[src/rtl/tmp_pkg.sv]
// Shared types and default constants for the temperature-sensor result decoder.
// Combinational only; no latency or backpressure of its own.
package tmp_pkg;

    typedef enum logic [1:0] {
        IDLE   = 2'd0,
        SETTLE = 2'd1,
        ACCUM  = 2'd2
    } state_t;

    localparam int DEF_WIN_LOG2    = 6;
    localparam int DEF_SETTLE_EVTS = 5;
    localparam int DEF_TIMEOUT     = 255;

endpackage

[src/rtl/tmp_evt_watchdog.sv]
// Stall watchdog: counts event-free cycles while active, fires after TIMEOUT of them.
// Fire is combinational from the counter; the counter rearms on the cycle it fires.
// No backpressure; clr (event or restart) always wins over firing.
module tmp_evt_watchdog
    import tmp_pkg::*;
#(
    parameter int TIMEOUT = DEF_TIMEOUT
) (
    input  logic clk,
    input  logic reset,
    input  logic active,
    input  logic clr,
    output logic fire
);

    localparam int CW = $clog2(TIMEOUT + 1);
    localparam logic [CW-1:0] LIMIT = CW'(TIMEOUT);

    logic [CW-1:0] idle_cnt;

    assign fire = active && !clr && (idle_cnt == LIMIT);

    always_ff @(posedge clk or posedge reset) begin
        if (reset) begin
            idle_cnt <= '0;
        end else if (!active || clr || fire) begin
            idle_cnt <= '0;
        end else begin
            idle_cnt <= idle_cnt + 1'b1;
        end
    end

endmodule

[src/rtl/tmp_result_decoder.sv]
// Turns src/snk charge events into a src-density temperature code over a 64-event window.
// Result valid one cycle after the final window event; held until res_valid && res_ready.
// No stall on the producer side: an unread result is overwritten and overrun is flagged.
module tmp_result_decoder
    import tmp_pkg::*;
#(
    parameter int WIN_LOG2    = DEF_WIN_LOG2,
    parameter int SETTLE_EVTS = DEF_SETTLE_EVTS,
    parameter int TIMEOUT     = DEF_TIMEOUT
) (
    input  logic                clk,
    input  logic                reset,
    input  logic                enable,
    input  logic                conv_start,
    input  logic                src_evt,
    input  logic                snk_evt,
    output logic [WIN_LOG2:0]   res_data,
    output logic                res_valid,
    input  logic                res_ready,
    output logic                busy,
    output logic                overrun,
    output logic                proto_err,
    output logic                timeout_err
);

    localparam int CW  = WIN_LOG2 + 1;
    localparam int WIN = 1 << WIN_LOG2;
    localparam int SW  = $clog2(SETTLE_EVTS + 1);

    state_t          state, state_nxt;
    logic [SW-1:0]   settle_cnt;
    logic [CW-1:0]   tot_cnt;
    logic [CW-1:0]   src_cnt;

    logic both_evt, ev, active, restart, wd_fire;
    logic settle_last, win_last, done, hs;

    // Simultaneous src/snk is a protocol violation and never counts as an event.
    assign both_evt    = src_evt && snk_evt;
    assign ev          = enable && (src_evt ^ snk_evt);
    assign active      = (state != IDLE);
    assign restart     = enable && active && conv_start;
    assign settle_last = (state == SETTLE) && ev && (settle_cnt == SW'(SETTLE_EVTS - 1));
    assign win_last    = (state == ACCUM) && ev && (tot_cnt == CW'(WIN - 1));
    assign done        = win_last && !restart;
    assign hs          = res_valid && res_ready;

    tmp_evt_watchdog #(
        .TIMEOUT (TIMEOUT)
    ) u_watchdog (
        .clk    (clk),
        .reset  (reset),
        .active (active && enable),
        .clr    (ev || restart),
        .fire   (wd_fire)
    );

    always_ff @(posedge clk or posedge reset) begin
        if (reset) begin
            state <= IDLE;
        end else begin
            state <= state_nxt;
        end
    end

    always_comb begin
        state_nxt = state;
        if (!enable) begin
            state_nxt = IDLE;
        end else begin
            case (state)
                IDLE: begin
                    if (conv_start) state_nxt = SETTLE;
                end
                SETTLE: begin
                    if (restart)          state_nxt = SETTLE;
                    else if (wd_fire)     state_nxt = IDLE;
                    else if (settle_last) state_nxt = ACCUM;
                end
                ACCUM: begin
                    if (restart)       state_nxt = SETTLE;
                    else if (wd_fire)  state_nxt = IDLE;
                    else if (win_last) state_nxt = IDLE;
                end
                default: state_nxt = IDLE;
            endcase
        end
    end

    always_comb begin
        busy        = active;
        timeout_err = wd_fire;
    end

    // Partial counts are dropped whenever the conversion is abandoned or not running.
    always_ff @(posedge clk or posedge reset) begin
        if (reset) begin
            settle_cnt <= '0;
            tot_cnt    <= '0;
            src_cnt    <= '0;
        end else if (!enable || state == IDLE || restart || wd_fire) begin
            settle_cnt <= '0;
            tot_cnt    <= '0;
            src_cnt    <= '0;
        end else if (state == SETTLE) begin
            if (ev) settle_cnt <= settle_cnt + 1'b1;
            tot_cnt <= '0;
            src_cnt <= '0;
        end else if (ev) begin
            tot_cnt <= tot_cnt + 1'b1;
            src_cnt <= src_cnt + CW'(src_evt);
        end
    end

    always_ff @(posedge clk or posedge reset) begin
        if (reset) begin
            res_data  <= '0;
            res_valid <= 1'b0;
            overrun   <= 1'b0;
        end else if (done) begin
            res_data  <= src_cnt + CW'(src_evt);
            res_valid <= 1'b1;
            if (res_valid && !res_ready) overrun <= 1'b1;
            else if (hs)                 overrun <= 1'b0;
        end else if (hs) begin
            res_valid <= 1'b0;
            overrun   <= 1'b0;
        end
    end

    always_ff @(posedge clk or posedge reset) begin
        if (reset) begin
            proto_err <= 1'b0;
        end else if (both_evt) begin
            proto_err <= 1'b1;
        end else if (hs) begin
            proto_err <= 1'b0;
        end
    end

endmodule

[config.mk]
export PLATFORM = sky130hd
export DESIGN_NAME = tmp_result_decoder
export DESIGN_NICKNAME = d
export VERILOG_FILES = /design/src/rtl/tmp_pkg.sv /design/src/rtl/tmp_evt_watchdog.sv /design/src/rtl/tmp_result_decoder.sv
export SDC_FILE = /design/constraint.sdc
export NUM_CORES = 1
export LEC_CHECK = 0
export CAP_MARGIN = 20
export CORE_MARGIN = 2
export CORE_UTILIZATION = 50
export CTS_CLUSTER_SIZE = 25
export DETAILED_ROUTE_END_ITERATION = 6
export GPL_ROUTABILITY_DRIVEN = 1
export GPL_TIMING_DRIVEN = 1
export HOLD_SLACK_MARGIN = 0.06
export PLACE_DENSITY_LB_ADDON = 0.05
export SLEW_MARGIN = 30
export SYNTH_ARGS = -nofsm -noshare
export SYNTH_HDL_FRONTEND = slang
export SYNTH_HIERARCHICAL = 1
export SYNTH_SLANG_ARGS = --single-unit
[constraint.sdc]
create_clock -name clk -period 1.9 [get_ports clk]
set_input_delay 0.285 -clock clk [delete_from_list [all_inputs] [get_ports clk]]
set_output_delay 0.285 -clock clk [all_outputs]
set_load 0.02 [all_outputs]
==> run_results.csv, run 1 <==
group,metric,value,unit
clocking,clkLatencyLatePin,340,ps
route,ant_nets,0,
route,drt_iter0_drc,70,
floorplan,dieArea,4110,um^2
placement,hpwl,2480,um
power_and_ir_drop,p_leak,1.01,nW
floorplan,io_pins,19,
floorplan,initial_core_util,53.3,%
finish,final_common_cell,"dfrtp_1",
logic_synthesis,syn-cell-area,1810,um^2
setup_path,crit_chain,"clkdlybuf4s50_1 -> ha_4 -> nand2_2 -> o21ai_0 -> nand2b_4 -> nor2_4 -> buf_4",
clocking,clockBufferDepth,2,
logic_synthesis,synth_mux_area_share,1.80,%
finish,mostFrequentLayoutCells,"dfrtp_1, nand2_1, nor2_1",
route,wl,3420,um
setup_path,required,1620,ps
outcome,status,"completed",
timing,finalHoldViolations,0,
timing,timing.setup.tns,0,ps
run,cap_violations,0,
power_and_ir_drop,ir_drop,449,uV
timing,max_freq,536,MHz
timing,slew_headroom,75.8,%
setup_path,crit_buf_inv,2,
floorplan,fp.dieW,64.1,um
grt,grt_pass1_vias,1317,
clocking,cts_tree,"yes",
finish,drive_gt1_share,16.7,%
grt,grt_pass1_wl,5880,um
clocking,cts_sinks,37,
logic_synthesis,synth-seq-area-share,51.3,%
placement,gp_congestion,0.781,
setup_path,critPathCaptureType,"primary output",
clocking,cts_hold_buf,0,
setup_path,crit_type,"in -> out",
finish,nets,240,
min_path,hold_path.class,"in -> async",
setup_path,crit_path_start_kind,"input pin",
timing,fin_crit,1870,ps
grt,antenna_found_initial,0,
grt,grt_overflow_total,0,
setup_path,arrival,1580,ps
logic_synthesis,synthXorXnorAreaFrac,9.22,%
setup_path,cp_top_family,"buffers and inverters",
logic_synthesis,synth_top_family_by_area,"simple AND/OR/NAND/NOR gates",
clocking,h-tree-depth,2,
grt,grtUsageTotal,18.8,%
logic_synthesis,synthAdderAreaFrac,4.85,%
clocking,cts_root_buf,"clkbuf_4",
setup_path,path_max_fanout,2,
grt,grt_max_degree,30,
power_and_ir_drop,power_density,634,nW/um^2
clocking,clk_pin_slew_worst_paths,100,ps
clocking,cts_buffers,5,
route,vias,1395,
route,viasPerCell,5.11,
logic_synthesis,ys_ff_latch,37,
logic_synthesis,synthSimpleGateAreaFrac,21.6,%
logic_synthesis,syn_inst,185,
finish,syn_to_final_growth,27.4,%
logic_synthesis,syn_nets,199,
timing,slew_violations,0,
logic_synthesis,synth-compound-area-share,8.73,%
floorplan,num_rows,21,
route,drt_first_pass_iters,4,
timing,tightestPinTransition,363,ps
placement,numPortBuffers,18,
route,drc,0,
timing,hold_slack,214,ps
setup_path,slowest_delay,530,ps
timing,finalSetupViolCount,0,
timing,fin_skew,6.05,ps
route,wl_per_cell,12.5,um
logic_synthesis,avgSynthCellArea,9.76,um^2
floorplan,fp.dieH,64.1,um
setup_path,critPathSlowestCell,"clkdlybuf4s50_1",
logic_synthesis,yosys_warnings,6,
floorplan,core,3390,um^2
timing,fin_crit_sh,98.2,%
finish,antenna_cells,0,
logic_synthesis,yosysUniqueCellTypes,35,
-- through the flow --
step / util [%] / worst slack, ps / instances / instance area (um^2) / total power [mW]
floorplan: - / 30.7 / 185 / 1830 / 0.858
finish: 67.8 / 33.6 / 273 / 2300 / 1.46
global route: 67.8 / -16.4 / 273 / 2300 / 1.52
detailed placement: 64.5 / -508 / 265 / 2190 / 0.906
global placement: 64.5 / -507 / 265 / 2190 / 0.904
CTS: 67.2 / 13.8 / 273 / 2280 / 1.47
-- sequential cells by signal (all words and copies together) (netlist names), named ones only --
| name | count |
|---|---|
| u_watchdog/idle_cnt | 8 |
| res_data | 7 |
| src_cnt | 7 |
| tot_cnt | 7 |
| settle_cnt | 3 |
| state | 2 |
| proto_err | 1 |
| res_valid | 1 |
-- timing repair --
| item | in CTS | in global routing |
|---|---|---|
| setup endpoints to repair | 15 | 17 |
| setup buffers | 0 | 0 |
| pin swaps | 1 | 1 |
| gates resized for setup | 8 | 4 |
-- worst reg2reg max path, cell delays in order, from the launching register on --
cell and delay, ps:
dfrtp_1 390, nor2_1 160, inv_1 70, and2_1 180
nand2b_4 90, nor2_4 30, buf_4 120, nor2_1 120
and2_4 180, nand2_4 110, a21oi_1 130
-- cell type report --
type                    count  area [um^2]
flip-flops and latches     37          926
multi-input cells         137          880
inverters                   8         30.0
clock inverters             1         30.0
clock buffers               7         55.1
fillers                   271         1090
repair buffers             37          322
well taps                  46         57.6
-- synthesized netlist by cell type, drive strengths merged --
cell / number / area, um^2
dfrtp: 37 / 926
nand2: 27 / 101
nor2: 26 / 97.6
xnor2: 10 / 87.6
nand3: 9 / 45.0
o21ai: 9 / 45.0
xor2: 9 / 78.8
inv: 8 / 30.0
ha: 7 / 87.6
a21oi: 6 / 33.8
nand4: 5 / 31.3
a21o: 3 / 22.5
and2: 3 / 18.8
nor3: 3 / 15.0
a22oi: 2 / 15.0
and4b: 2 / 20.0
clkbuf: 2 / 7.51
mux2: 2 / 22.5
or3: 2 / 12.5
a311oi: 1 / 8.76
a31o: 1 / 8.76
a31oi: 1 / 6.26
a41o: 1 / 10.0
and3: 1 / 6.26
and4: 1 / 11.3
buf: 1 / 7.51
mux2i: 1 / 10.0
nand2b: 1 / 6.26
nand4b: 1 / 8.76
nor2b: 1 / 6.26
o31ai: 1 / 7.51
or4b: 1 / 10.0
-- final timing paths --
check / startpoint / endpoint / slack (ps) / depth (start not counted)
min: reset / u_watchdog/idle_cnt[4] / 210 / 2
max: snk_evt / timeout_err / 30 / 7
min reg2reg: proto_err / proto_err / 490 / 1
max reg2reg: state[1] / src_cnt[1] / 250 / 10
min in group clk: enable / settle_cnt[0] / 410 / 3
max in group asynchronous: reset / settle_cnt[0] / 1300 / 3
-- cells by family (layout without fill, tap and decap cells) --
kind of cell | count (synthesis) | in the layout
DFF | 37 | 37
muxes | 3 | 3
and+or+nand+nor | 83 | 83
buffers and inverters | 11 | 53
AOI/OAI and AO/OA | 25 | 25
xor gates and xnor gates | 19 | 19
adders and majority gates | 7 | 7
-- routing by layer --
metal  vias up  global-route usage [%]  share of wire (%)
li1        714                       -                  -
met1       654                    24.6                 46
met2        22                    30.3                 49
met3         5                    4.93                3.6
met4         0                    6.38                1.6
met5         -                       0                  0
-- power breakdown --
| group | switching [mW] | internal (mW) |
|---|---|---|
| Clock | 0.246 | 0.314 |
| Combinational | 0.0592 | 0.0453 |
| Sequential | 0.00281 | 0.790 |
(Power assumes the default switching activity.)
==> inputs of run 2 (changes only) <==
--- a/config.mk
+++ b/config.mk
@@ -14,6 +14,7 @@
 export GPL_TIMING_DRIVEN = 1
 export HOLD_SLACK_MARGIN = 0.06
 export PLACE_DENSITY_LB_ADDON = 0.05
+export REMOVE_ABC_BUFFERS = 1
 export SLEW_MARGIN = 30
 export SYNTH_ARGS = -nofsm -noshare
 export SYNTH_HDL_FRONTEND = slang
==> run_results.csv, run 2 (synthesis results as in run 1) <==
group,metric,value,unit
setup_path,required,1620,ps
floorplan,dieArea,4110,um^2
setup_path,r2r-start,"state[1]",
finish,nets,241,
route,drt_iter0_drc,84,
setup_path,critPathSlowestCell,"clkdlybuf4s50_1",
clocking,h-tree-depth,2,
finish,largest_reg_flops,8,
floorplan,core,3390,um^2
power_and_ir_drop,ir_drop,364,uV
clocking,clk_pin_slew_worst_paths,100,ps
power_and_ir_drop,p_leak,1.01,nW
timing,max_freq,566,MHz
route,wl_per_cell,12.2,um
timing,tightestPinTransition,367,ps
route,drc,0,
grt,grt_max_degree,30,
power_and_ir_drop,seq_power_share,60.7,%
placement,hpwl,2490,um
grt,grt_overflow_total,0,
power_and_ir_drop,swShare,22.6,%
clocking,cts_hold_buf,0,
timing,rsz0062_at_grt,"no",
floorplan,initial_core_util,53.3,%
clocking,cts_setup_buffers,0,
route,viasPerCell,5.20,
finish,largest-register,"u_watchdog/idle_cnt",
setup_path,reg2reg_slack,190,ps
setup_path,crit_path_start_kind,"flop",
floorplan,fp.dieH,64.1,um
clocking,clockBufferDepth,2,
finish,final_common_cell,"dfrtp_1",
route,ant_nets,0,
min_path,hold_path.class,"in -> async",
timing,slew_violations,0,
outcome,status,"completed",
setup_path,path_max_fanout,2,
route,wl,3340,um
power_and_ir_drop,power,1.31,mW
timing,finalHoldViolations,0,
clocking,cts_buffers,5,
setup_path,rr_worst_depth,11,
floorplan,io_pins,19,
power_and_ir_drop,p_clk_share,31.4,%
setup_path,arrival,1480,ps
power_and_ir_drop,power_density,572,nW/um^2
clocking,cts_tree,"yes",
setup_path,crit_chain,"nor2_1 -> inv_1 -> clkdlybuf4s50_1",
finish,drive_gt1_share,15.9,%
setup_path,slowest_delay,530,ps
grt,grt_pass1_wl,6200,um
clocking,cts_root_buf,"clkbuf_4",
placement,numPortBuffers,18,
grt,antenna_found_initial,0,
timing,finalSetupViolCount,0,
timing,fin_crit_sh,93.0,%
clocking,clkLatencyLatePin,330,ps
setup_path,reg2reg_to,"src_cnt[4]",
finish,antenna_cells,0,
timing,fin_crit,1770,ps
grt,grtUsageTotal,19.3,%
timing,slew_headroom,75.6,%
placement,gp_congestion,0.752,
timing,hold_slack,214,ps
clocking,cts_sinks,37,
floorplan,fp.dieW,64.1,um
timing,fin_skew,7.66,ps
finish,syn_to_final_growth,26.7,%
floorplan,num_rows,21,
run,cap_violations,0,
finish,mostFrequentLayoutCells,"dfrtp_1, nand2_1, nor2_1",
route,drt_first_pass_iters,4,
grt,grt_pass1_vias,1432,
setup_path,critPathCaptureType,"primary output",
power_and_ir_drop,p_int,1.01,mW
power_and_ir_drop,p_sw,0.295,mW
route,vias,1419,
setup_path,crit_type,"reg -> out",
power_and_ir_drop,p_comb_share,7.9,%
## run 2: critical path, delay by kind of cell, from the launching register on
| family | cells | cell delay, ps |
|---|---|---|
| buf+inv | 2 | 600 |
| flops | 1 | 390 |
| simple gates | 1 | 160 |
## run 2: how the worst max path moves through the flow
stage                        start           to  slack, ps  cells after the start
final                     state[1]         busy        130                      3
after global placement     src_evt  timeout_err       -520                      7
after floorplan            src_evt   src_cnt[2]       -280                      9
after CTS                  src_evt   tot_cnt[1]        0.9                     12
after global routing      state[1]         busy         60                      3
after detailed placement   src_evt  timeout_err       -560                      7
## run 2: area by class of cell
| type | instances | area, um^2 |
|---|---|---|
| tap | 46 | 57.6 |
| clock buffer | 7 | 55.1 |
| multi-input combinational | 137 | 867 |
| fill | 266 | 1100 |
| timing repair buffer | 38 | 352 |
| inverter | 8 | 30.0 |
| sequential | 37 | 926 |
## run 2: per-stage QoR
step           cell area, um^2  setup TNS [ps]  setup WS (ps)  util [%]  cells
3_3_place_gp              2190           -8000           -519      64.6    266
5_1_grt                   2290               0           56.4      67.5    273
3_5_place_dp              2190           -9470           -555      64.6    266
2_1_floorplan             1790           -3900           -276         -    182
6_report                  2290               0            133      67.5    273
4_1_cts                   2260               0          0.927      66.8    273
## run 2: metal layers
metal	GRT usage (%)	up-vias	part of all wire, %
met4	9.57	0	2.1
li1	-	711	-
met1	24.8	675	46
met5	0	-	0
met2	31.5	26	48
met3	3.52	7	3.3
## run 2: what timing repair did
action | CTS | global route
gates resized for setup | 10 | 5
endpoints found under the setup margin | 15 | 17
pin swaps | 3 | 0
endpoints found under the hold margin | 0 | 0
## run 2: power by group through the flow
stage                     sequential (mW)  combinational (mW)  clock, mW
final                               0.793               0.104      0.410
after global routing                0.794               0.116      0.467
after CTS                           0.793               0.103      0.434
after detailed placement            0.808              0.0978          0
after global placement              0.808              0.0962          0
after floorplan                     0.809              0.0442          0
